## config.mk

```make
export PLATFORM = sky130hd
export DESIGN_NAME = iic_rd_byte_ack_flat
export DESIGN_NICKNAME = d
export VERILOG_FILES = /design/src/rtl/iic_rd_byte_ack_pkg.sv /design/src/rtl/iic_rd_byte_ack_if.sv /design/src/rtl/iic_rd_byte_ack.sv /design/src/flat_wrapper.sv
export SDC_FILE = /design/constraint.sdc
export NUM_CORES = 1
export LEC_CHECK = 0
export CAP_MARGIN = 0
export CORE_MARGIN = 2
export CORE_UTILIZATION = 30
export DETAILED_ROUTE_END_ITERATION = 10
export SLEW_MARGIN = 20
export SYNTH_ARGS = -nofsm -noshare
export SYNTH_HDL_FRONTEND = slang
export SYNTH_SLANG_ARGS = --single-unit
```

## constraint.sdc

```tcl
create_clock -name clk -period 2.45 [get_ports clk]
set_clock_uncertainty 0.1 [all_clocks]
set_input_delay 0.3675 -clock clk [delete_from_list [all_inputs] [get_ports clk]]
set_output_delay 0.3675 -clock clk [all_outputs]
set_load 0.05 [all_outputs]
```

## src/rtl/iic_rd_byte_ack_pkg.sv

```systemverilog
// Shared definitions for the IIC master-side read-byte receiver:
// receiver state encodings and the ACK/NACK bit levels.
package iic_rd_byte_ack_pkg;

  typedef enum logic [1:0] {
    IIC_RX_IDLE  = 2'd0,
    IIC_RX_SHIFT = 2'd1,
    IIC_RX_ACKS  = 2'd2,
    IIC_RX_ACKH  = 2'd3
  } iic_rx_state_t;

  localparam logic IIC_ACK  = 1'b0;
  localparam logic IIC_NACK = 1'b1;

  // The final byte of a read is answered with NACK so the slave releases SDA.
  function automatic logic ack_bit(input logic is_last);
    return is_last ? IIC_NACK : IIC_ACK;
  endfunction

endpackage

```

## src/rtl/iic_rd_byte_ack_if.sv

```systemverilog
// Bus bundle between the IIC controller (master modport) and the
// read-byte receiver (slave modport).
interface iic_rd_byte_ack_if #(
  parameter int NBITS = 8
);

  logic             start;
  logic             last;
  logic             abort;
  logic             scl_hc;
  logic             scl_lc;
  logic             sda_in;
  logic             sda_out;
  logic             sdalink;
  logic [NBITS-1:0] data_out;
  logic             busy;
  logic             done;

  modport master (
    output start, last, abort, scl_hc, scl_lc, sda_in,
    input  sda_out, sdalink, data_out, busy, done
  );

  modport slave (
    input  start, last, abort, scl_hc, scl_lc, sda_in,
    output sda_out, sdalink, data_out, busy, done
  );

endinterface

```

## src/rtl/iic_rd_byte_ack.sv

```systemverilog
// IIC master-side read-byte receiver: shifts NBITS bits in MSB first on
// scl_hc, then drives ACK/NACK for one SCL period, changing SDA only on scl_lc.
module iic_rd_byte_ack
  import iic_rd_byte_ack_pkg::*;
#(
  parameter int NBITS = 8
) (
  input  logic              clk,
  input  logic              rst,
  iic_rd_byte_ack_if.slave  bus
);

  localparam int            CW       = $clog2(NBITS + 1);
  localparam logic [CW-1:0] LAST_CNT = CW'(NBITS - 1);

  iic_rx_state_t    state_q,    state_d;
  logic [CW-1:0]    cnt_q,      cnt_d;
  logic [NBITS-1:0] sr_q,       sr_d;
  logic             last_q,     last_d;
  logic             sda_out_q,  sda_out_d;
  logic             sdalink_q,  sdalink_d;
  logic [NBITS-1:0] data_out_q, data_out_d;
  logic             busy_q,     busy_d;
  logic             done_q,     done_d;
  logic             hc_seen_q,  hc_seen_d;

  always_ff @(posedge clk or posedge rst) begin
    if (rst) begin
      state_q    <= IIC_RX_IDLE;
      cnt_q      <= '0;
      sr_q       <= '0;
      last_q     <= 1'b0;
      sda_out_q  <= 1'b1;
      sdalink_q  <= 1'b0;
      data_out_q <= '0;
      busy_q     <= 1'b0;
      done_q     <= 1'b0;
      hc_seen_q  <= 1'b0;
    end else begin
      state_q    <= state_d;
      cnt_q      <= cnt_d;
      sr_q       <= sr_d;
      last_q     <= last_d;
      sda_out_q  <= sda_out_d;
      sdalink_q  <= sdalink_d;
      data_out_q <= data_out_d;
      busy_q     <= busy_d;
      done_q     <= done_d;
      hc_seen_q  <= hc_seen_d;
    end
  end

  // Abort overrides every strobe; within a state scl_hc wins over a
  // simultaneous scl_lc, so the lc branches are only reached without hc.
  always_comb begin
    state_d    = state_q;
    cnt_d      = cnt_q;
    sr_d       = sr_q;
    last_d     = last_q;
    sda_out_d  = sda_out_q;
    sdalink_d  = sdalink_q;
    data_out_d = data_out_q;
    busy_d     = busy_q;
    done_d     = 1'b0;
    hc_seen_d  = hc_seen_q;

    if (bus.abort) begin
      state_d   = IIC_RX_IDLE;
      sdalink_d = 1'b0;
      sda_out_d = 1'b1;
      busy_d    = 1'b0;
      hc_seen_d = 1'b0;
    end else begin
      case (state_q)
        IIC_RX_IDLE: begin
          sdalink_d = 1'b0;
          if (bus.start) begin
            last_d    = bus.last;
            cnt_d     = '0;
            sr_d      = '0;
            busy_d    = 1'b1;
            hc_seen_d = 1'b0;
            state_d   = IIC_RX_SHIFT;
          end
        end

        IIC_RX_SHIFT: begin
          sdalink_d = 1'b0;
          if (bus.scl_hc) begin
            sr_d    = sr_q << 1;
            sr_d[0] = bus.sda_in;
            cnt_d   = cnt_q + CW'(1);
            if (cnt_q == LAST_CNT) begin
              state_d = IIC_RX_ACKS;
            end
          end
        end

        IIC_RX_ACKS: begin
          if (!bus.scl_hc && bus.scl_lc) begin
            sdalink_d = 1'b1;
            sda_out_d = ack_bit(last_q);
            hc_seen_d = 1'b0;
            state_d   = IIC_RX_ACKH;
          end
        end

        IIC_RX_ACKH: begin
          // Release only on the low phase that follows the slave's sample.
          if (bus.scl_hc) begin
            hc_seen_d = 1'b1;
          end else if (bus.scl_lc && hc_seen_q) begin
            sdalink_d  = 1'b0;
            sda_out_d  = 1'b1;
            data_out_d = sr_q;
            done_d     = 1'b1;
            busy_d     = 1'b0;
            hc_seen_d  = 1'b0;
            state_d    = IIC_RX_IDLE;
          end
        end

        default: begin
          state_d = IIC_RX_IDLE;
        end
      endcase
    end
  end

  assign bus.sda_out  = sda_out_q;
  assign bus.sdalink  = sdalink_q;
  assign bus.data_out = data_out_q;
  assign bus.busy     = busy_q;
  assign bus.done     = done_q;

endmodule
```

## src/flat_wrapper.sv

```systemverilog
// flat-port wrapper written by rule: the top's interface ports become plain ports
module iic_rd_byte_ack_flat import iic_rd_byte_ack_pkg::*;
#(
  parameter int NBITS = 8
)
  (clk, rst, bus_start, bus_last, bus_abort, bus_scl_hc, bus_scl_lc, bus_sda_in, bus_sda_out, bus_sdalink, bus_data_out, bus_busy, bus_done);
  iic_rd_byte_ack_if #(.NBITS(NBITS)) bus_i ();
  input  logic clk;
  input  logic rst;
  input wire logic [$bits(bus_i.start)-1:0] bus_start;
  input wire logic [$bits(bus_i.last)-1:0] bus_last;
  input wire logic [$bits(bus_i.abort)-1:0] bus_abort;
  input wire logic [$bits(bus_i.scl_hc)-1:0] bus_scl_hc;
  input wire logic [$bits(bus_i.scl_lc)-1:0] bus_scl_lc;
  input wire logic [$bits(bus_i.sda_in)-1:0] bus_sda_in;
  output wire logic [$bits(bus_i.sda_out)-1:0] bus_sda_out;
  output wire logic [$bits(bus_i.sdalink)-1:0] bus_sdalink;
  output wire logic [$bits(bus_i.data_out)-1:0] bus_data_out;
  output wire logic [$bits(bus_i.busy)-1:0] bus_busy;
  output wire logic [$bits(bus_i.done)-1:0] bus_done;
  assign bus_i.start = bus_start;
  assign bus_i.last = bus_last;
  assign bus_i.abort = bus_abort;
  assign bus_i.scl_hc = bus_scl_hc;
  assign bus_i.scl_lc = bus_scl_lc;
  assign bus_i.sda_in = bus_sda_in;
  assign bus_sda_out = bus_i.sda_out;
  assign bus_sdalink = bus_i.sdalink;
  assign bus_data_out = bus_i.data_out;
  assign bus_busy = bus_i.busy;
  assign bus_done = bus_i.done;
  iic_rd_byte_ack #(.NBITS(NBITS)) u_core (.clk(clk), .rst(rst), .bus(bus_i));
endmodule
```

# Yosys cells after proc, flatten, opt, wreduce, memory -nomap -nowiden
# Cells that the tools add are included.
dict set report totals {
  register_bits 28
  in_bits 8
  out_inout_bits 12
  word_cells 80
}
dict set report classes {
  n_addsub 1
  eq_ne 13
  mux 37
  bitwise_logic 2
  reduce_logical 17
}
# cell count
set op_table {}
lappend op_table {{4-bit AND reduction} 5}
lappend op_table {{1-bit 2-to-1 mux} 19}
lappend op_table {{8-bit 2-to-1 mux} 2}
lappend op_table {{8-bit case mux with 2 select lines} 1}
lappend op_table {{2-bit 2-to-1 mux} 7}
lappend op_table {{3-bit by 2-bit inequality test with 1-bit output (second input constant)} 3}
lappend op_table {{3-bit inequality test (second input constant)} 3}
lappend op_table {{4-bit 2-to-1 mux} 2}
lappend op_table {{2-bit case mux with 4 select lines} 1}
lappend op_table {{4-bit case mux with 2 select lines} 1}
lappend op_table {{1-bit case mux with 3 select lines} 2}
lappend op_table {{3-bit AND reduction} 2}
lappend op_table {{6-bit AND reduction} 1}
lappend op_table {{3-bit nonzero test} 2}
lappend op_table {{4-bit by 1-bit adder with 4-bit output (second input constant)} 1}
lappend op_table {{2-bit == test (second input constant)} 2}
lappend op_table {{4-bit by 3-bit == test with 1-bit output (second input constant)} 1}
lappend op_table {{2-bit inequality test (second input constant)} 2}
lappend op_table {{4-bit by 3-bit inequality test with 1-bit output (second input constant)} 1}
lappend op_table {{1-bit case mux with 2 select lines} 2}
lappend op_table {{4-bit nonzero test} 1}
lappend op_table {{2-bit by 1-bit == test with 1-bit output (second input constant)} 1}
lappend op_table {{1-bit logical AND} 2}
lappend op_table {{2-bit logical NOT} 1}
lappend op_table {{4 further kinds} 5}

# Longest topological paths before layout
# Gate-level depths: netlist of the first run.
dict set report logic_depth {
  depth_word 5
  depth_mapped 7
  ltp_nobuf 6
}

# Least setup slack after synthesis of the first run
# OpenSTA, ideal clock, no wires.
dict set report synth_timing {
  path_type {reg2reg}
  startpoint {register u_core.state_q[1]}
  endpoint {register u_core.cnt_q[0]}
  setup_ps 123
  arrival_time_ps 1510
  t_required_ps 2227
  slack_ps 717
  stages_incl_launch_ff 8
  path_buffers 1
  period_less_slack_ps 1733
  path_cell_list {dfrtp_1 inv_1 ha_1 mux2i_1 or3_4 buf_6 nand2_1 o21ai_1}
}
dict set report synth_between {
  elab_chain_cells 3
  elab_cells_between_ends 7
  cone_classes {eq/ne: 3; mux: 1; reduce/logical: 3}
}
# element line
set synth_rtl {}
lappend synth_rtl {{from (decl)} iic_rd_byte_ack.sv:16} ;# iic_rx_state_t state_q, state_d;
lappend synth_rtl {{from (signal assigned)} iic_rd_byte_ack.sv:40} ;# state_q <= state_d;
lappend synth_rtl {{2-bit by 1-bit == test with 1-bit output or 2-bit logical NOT (tied branches)} iic_rd_byte_ack.sv:74} ;# case (state_q)
lappend synth_rtl {{2-bit inequality test (no source line) or 2-bit nonzero test (tied branches)} --}
lappend synth_rtl {{4-bit AND reduction (no source line)} --}
lappend synth_rtl {{to (signal assigned)} iic_rd_byte_ack.sv:41} ;# cnt_q <= cnt_d;
lappend synth_rtl {{to (decl)} iic_rd_byte_ack.sv:17} ;# logic [CW-1:0] cnt_q, cnt_d;
# Several ways; a longest one is shown, not always the timed one.
# A chain may end at the register's enable or synchronous reset.

# Worst setup path after layout of the first run
dict set report layout_timing {
  startpoint {register u_core.sda_out_q (netlist: u_core.bus.sda_out)}
  endpoint {output port bus_sda_out}
}
# element line
set layout_rtl {}
lappend layout_rtl {{from (decl)} iic_rd_byte_ack.sv:20} ;# logic sda_out_q, sda_out_d;
lappend layout_rtl {{from (signal assigned)} iic_rd_byte_ack.sv:44} ;# sda_out_q <= sda_out_d;
lappend layout_rtl {{to (decl)} flat_wrapper.sv:16} ;# output wire logic [$bits(bus_i.sda_out)-1:0] bus_sda_out;
# No word-level cell between the ends.

==> results.py, run 1 <==
metrics = {
    "pwr": {
        "ir_worst_vdd_mv": 0.672,
        "leakage_nw": 0.810,
        "powerDensity_nw_per_um2": 875,
    },
    "die": {
        "dieArea_um2": 5110,
        "rows": 24,
        "die_y_um": 71.5,
        "fp.dieW_um": 71.5,
        "core_area_um2": 4380,
        "num_io_pins": 20,
        "start_util_pct": 31.2,
    },
    "clocking": {
        "clock_path_buffers": 2,
        "cts_hold_buf": 0,
        "clock_latency_ns": 0.27,
        "htreeDepth": 1,
        "root_buffer": "clkbuf_8",
        "postCtsSetupRepairBufs": 0,
        "post_cts_resized": 0,
        "cts_sinks": 28,
        "numCtsBuffers": 3,
        "cts_tree": "built",
        "path_clk_slew_ns": 0.09,
    },
    "global_route": {
        "grt_max_degree": 29,
        "overflow": 0,
        "antenna_found_initial": 0,
        "grt_pass1_wl_mm": 4.59,
        "grt_pass1_vias": 996,
        "grt_use_total_pct": 11.2,
    },
    "setup_path": {
        "crit_start": "u_core.bus.sda_out$_DFFE_PP1P_",
        "cp_slowest_cell": "clkdlybuf4s50_1",
        "cp_top_family": "buffers and inverters",
        "path_max_fanout": 2,
        "r2r_start": "u_core.state_q[1]$_DFFE_PP0P_",
        "start_kind": "flip-flop",
        "endpoint_kind": "primary output",
        "worstSetupPathType": "flip-flop to primary output",
        "critPathMaxStageDelay_ns": 0.80,
        "cp.arrival_ns": 1.62,
        "path_cells": "clkdlybuf4s50_1",
        "path_buf_inv": 1,
        "crit_required_ns": 1.98,
    },
    "timing": {
        "hold_ws_ns": 0.347,
        "finalWorstSetupSlack_ns": 0.358,
        "tightest_slew_ns": 0.502,
        "fmax_mhz": 478,
        "hold_viol": 0,
        "rsz0062_at_grt": "no",
        "tns_ns": 0,
        "slew_viol_final": 0,
        "slew_headroom_pct": 66.4,
        "report.final.setup_viol": 0,
        "period_needed_ns": 2.09,
        "fin_crit_sh_pct": 85.4,
    },
    "routing": {
        "drt-pass1-iter-count": 4,
        "avgRoutedWirePerCell_um": 12.9,
        "ant_nets": 0,
        "drt_first_iter_violations": 49,
        "routed_wl_mm": 2.63,
        "vias": 1006,
        "drc": 0,
        "via_per_inst": 4.96,
    },
    "yosys": {
        "syn_area_um2": 1370,
        "ys_warn_count": 0,
        "async_reset_ff_share_pct": 100,
        "synth_edf_count": 0,
        "ys_types": 32,
        "syn_avg_cell_area_um2": 10.7,
        "synth_cells": 128,
        "synth_seq_cells": 28,
        "synthFlopType": "dfrtp_1",
        "synth.yosys.seq_area_share_pct": 51.3,
        "syn_nets": 142,
    },
    "placed_design": {
        "gp_congestion": 0.856,
        "dp_slack_ns": 0.214,
        "io_buffers": 19,
        "dp.final_hpwl_mm": 1.95,
    },
    "status": {
        "status": "finished, final reports clean",
    },
    "worst_hold_path": {
        "hold_path.class": "input port to asynchronous set/reset pin",
    },
    "cells_and_area": {
        "final_nets": 166,
        "multiInputGateArea_um2": 627,
        "fillers": 427,
        "antenna_cells": 0,
        "area_growth_pct": 24.1,
        "utilization_pct": 38.7,
        "drive_gt1_share_pct": 14.6,
        "seq_area_um2": 702,
    },
    "job": {
        "drv_cap": 0,
    },
}
## worst paths after layout
kind / to / slack [ns] / cells past startpoint
max: bus_sda_out / 0.36 / 1
min: u_core.sr_q[0]$_DFFE_PP0P_ / 0.35 / 3
max reg2reg: u_core.cnt_q[2]$_DFFE_PP0P_ / 0.44 / 6
min reg2reg: u_core.sr_q[7]$_DFFE_PP0P_ / 0.37 / 2
max in group asynchronous: u_core.bus.sda_out$_DFFE_PP1P_ / 1.60 / 3
min in group clk: u_core.sr_q[7]$_DFFE_PP0P_ / 0.37 / 2
## kinds of logic after synthesis
logic type | Yosys count | share of synthesized area [%]
AND/OR/NAND/NOR | 57 | 22.1
adder cells (fa/ha/maj) | 6 | 5.49
multiplexers | 12 | 9.61
buffers and inverters | 8 | 2.84
flip-flops | 28 | 51.3
AO/OA/AOI/OAI | 17 | 8.60
## cells in the mapped netlist (2+ instances only)
cell      instances  area, µm²
nor2_1            6       22.5
nand2b_1          4       25.0
dfrtp_1          27        676
inv_1             5       18.8
nand2_1          23       86.3
o22a_1            2       17.5
mux2i_1           3       30.0
o31ai_1           2       15.0
nor2b_1           5       31.3
nor3_1            2       10.0
ha_1              6       75.1
o21ai_1           3       15.0
nand3_1          10       50.1
mux2_2            9        101
a21oi_1           2       10.0
o21ai_0           2       10.0
o41ai_1           2       17.5
## layer usage
metal,share of wire [%],up-vias,GRT usage [%]
met5,0,-,0
met4,0,0,2.31
met3,4.1,0,3.09
met2,49,23,19.3
met1,47,493,14.1
li1,-,490,-
## flip-flops by register name, indices dropped and copies added, names as in the netlist
signal,cells
u_core.bus.done,1
u_core.bus.sdalink,1
u_core.last_q,1
u_core.cnt_q,4
u_core.hc_seen_q,1
u_core.sr_q,8
u_core.bus.data_out,8
u_core.state_q,2
u_core.bus.sda_out,1
u_core.bus.busy,1
## report_power, final
group	switching, mW	internal [mW]	leakage, nW
combinational	0.321	0.202	0.394
sequential	0.0597	0.541	0.380
clock	0.141	0.219	0.0357
## layout by cell type (no fill, tap or decap)
| master | count |
|---|---|
| a21bo_2 | 1 |
| a21oi_1 | 2 |
| a22o_1 | 1 |
| a31oi_1 | 1 |
| and4b_1 | 1 |
| buf_4 | 3 |
| bufinv_16 | 1 |
| clkbuf_8 | 3 |
| clkdlybuf4s50_1 | 19 |
| dfrtp_1 | 27 |
| dfstp_2 | 1 |
| ha_1 | 6 |
| inv_1 | 5 |
| mux2_2 | 9 |
| mux2i_1 | 3 |
| nand2_1 | 23 |
| nand2b_1 | 4 |
| nand3_1 | 10 |
| nand3b_1 | 1 |
| nor2_1 | 6 |
| nor2b_1 | 5 |
| nor3_1 | 2 |
| nor3_4 | 1 |
| nor3b_1 | 1 |
| nor3b_4 | 1 |
| o21ai_0 | 2 |
| o21ai_1 | 3 |
| o21bai_1 | 1 |
| o22a_1 | 2 |
| o31ai_1 | 2 |
| o41ai_1 | 2 |
| or2_2 | 1 |
| or3_4 | 1 |
## per-stage QoR
stage | cells | total power, mW | cell area (µm²)
after floorplan | 128 | 0.990 | 1370
after global placement | 199 | 1.12 | 1630
after detailed placement | 199 | 1.14 | 1630
after CTS | 203 | 1.51 | 1700
after global routing | 203 | 1.58 | 1700
final | 203 | 1.48 | 1700
## cell type report
type	count	share of cell area [%]
clock buffer	3	2.43
clock inverter	1	1.77
timing repair buffer	22	12.5
multi-input combinational	92	36.9
inverter	5	1.11
sequential	28	41.4
tap	52	3.83
## worst reg2reg max path, stage by stage (launching register included)
cell	delay, ns
dfrtp_1	0.44
inv_1	0.12
ha_1	0.27
mux2i_1	0.17
or3_4	0.48
o21ai_0	0.20
o21ai_0	0.12
No activity file was read; power rests on OpenSTA's default activity.
==> inputs of run 2 (changes only) <==
- CAP_MARGIN: 0 -> default
==> results of run 2 <==
Final layout, timing and power as in run 1 (identical DEF).
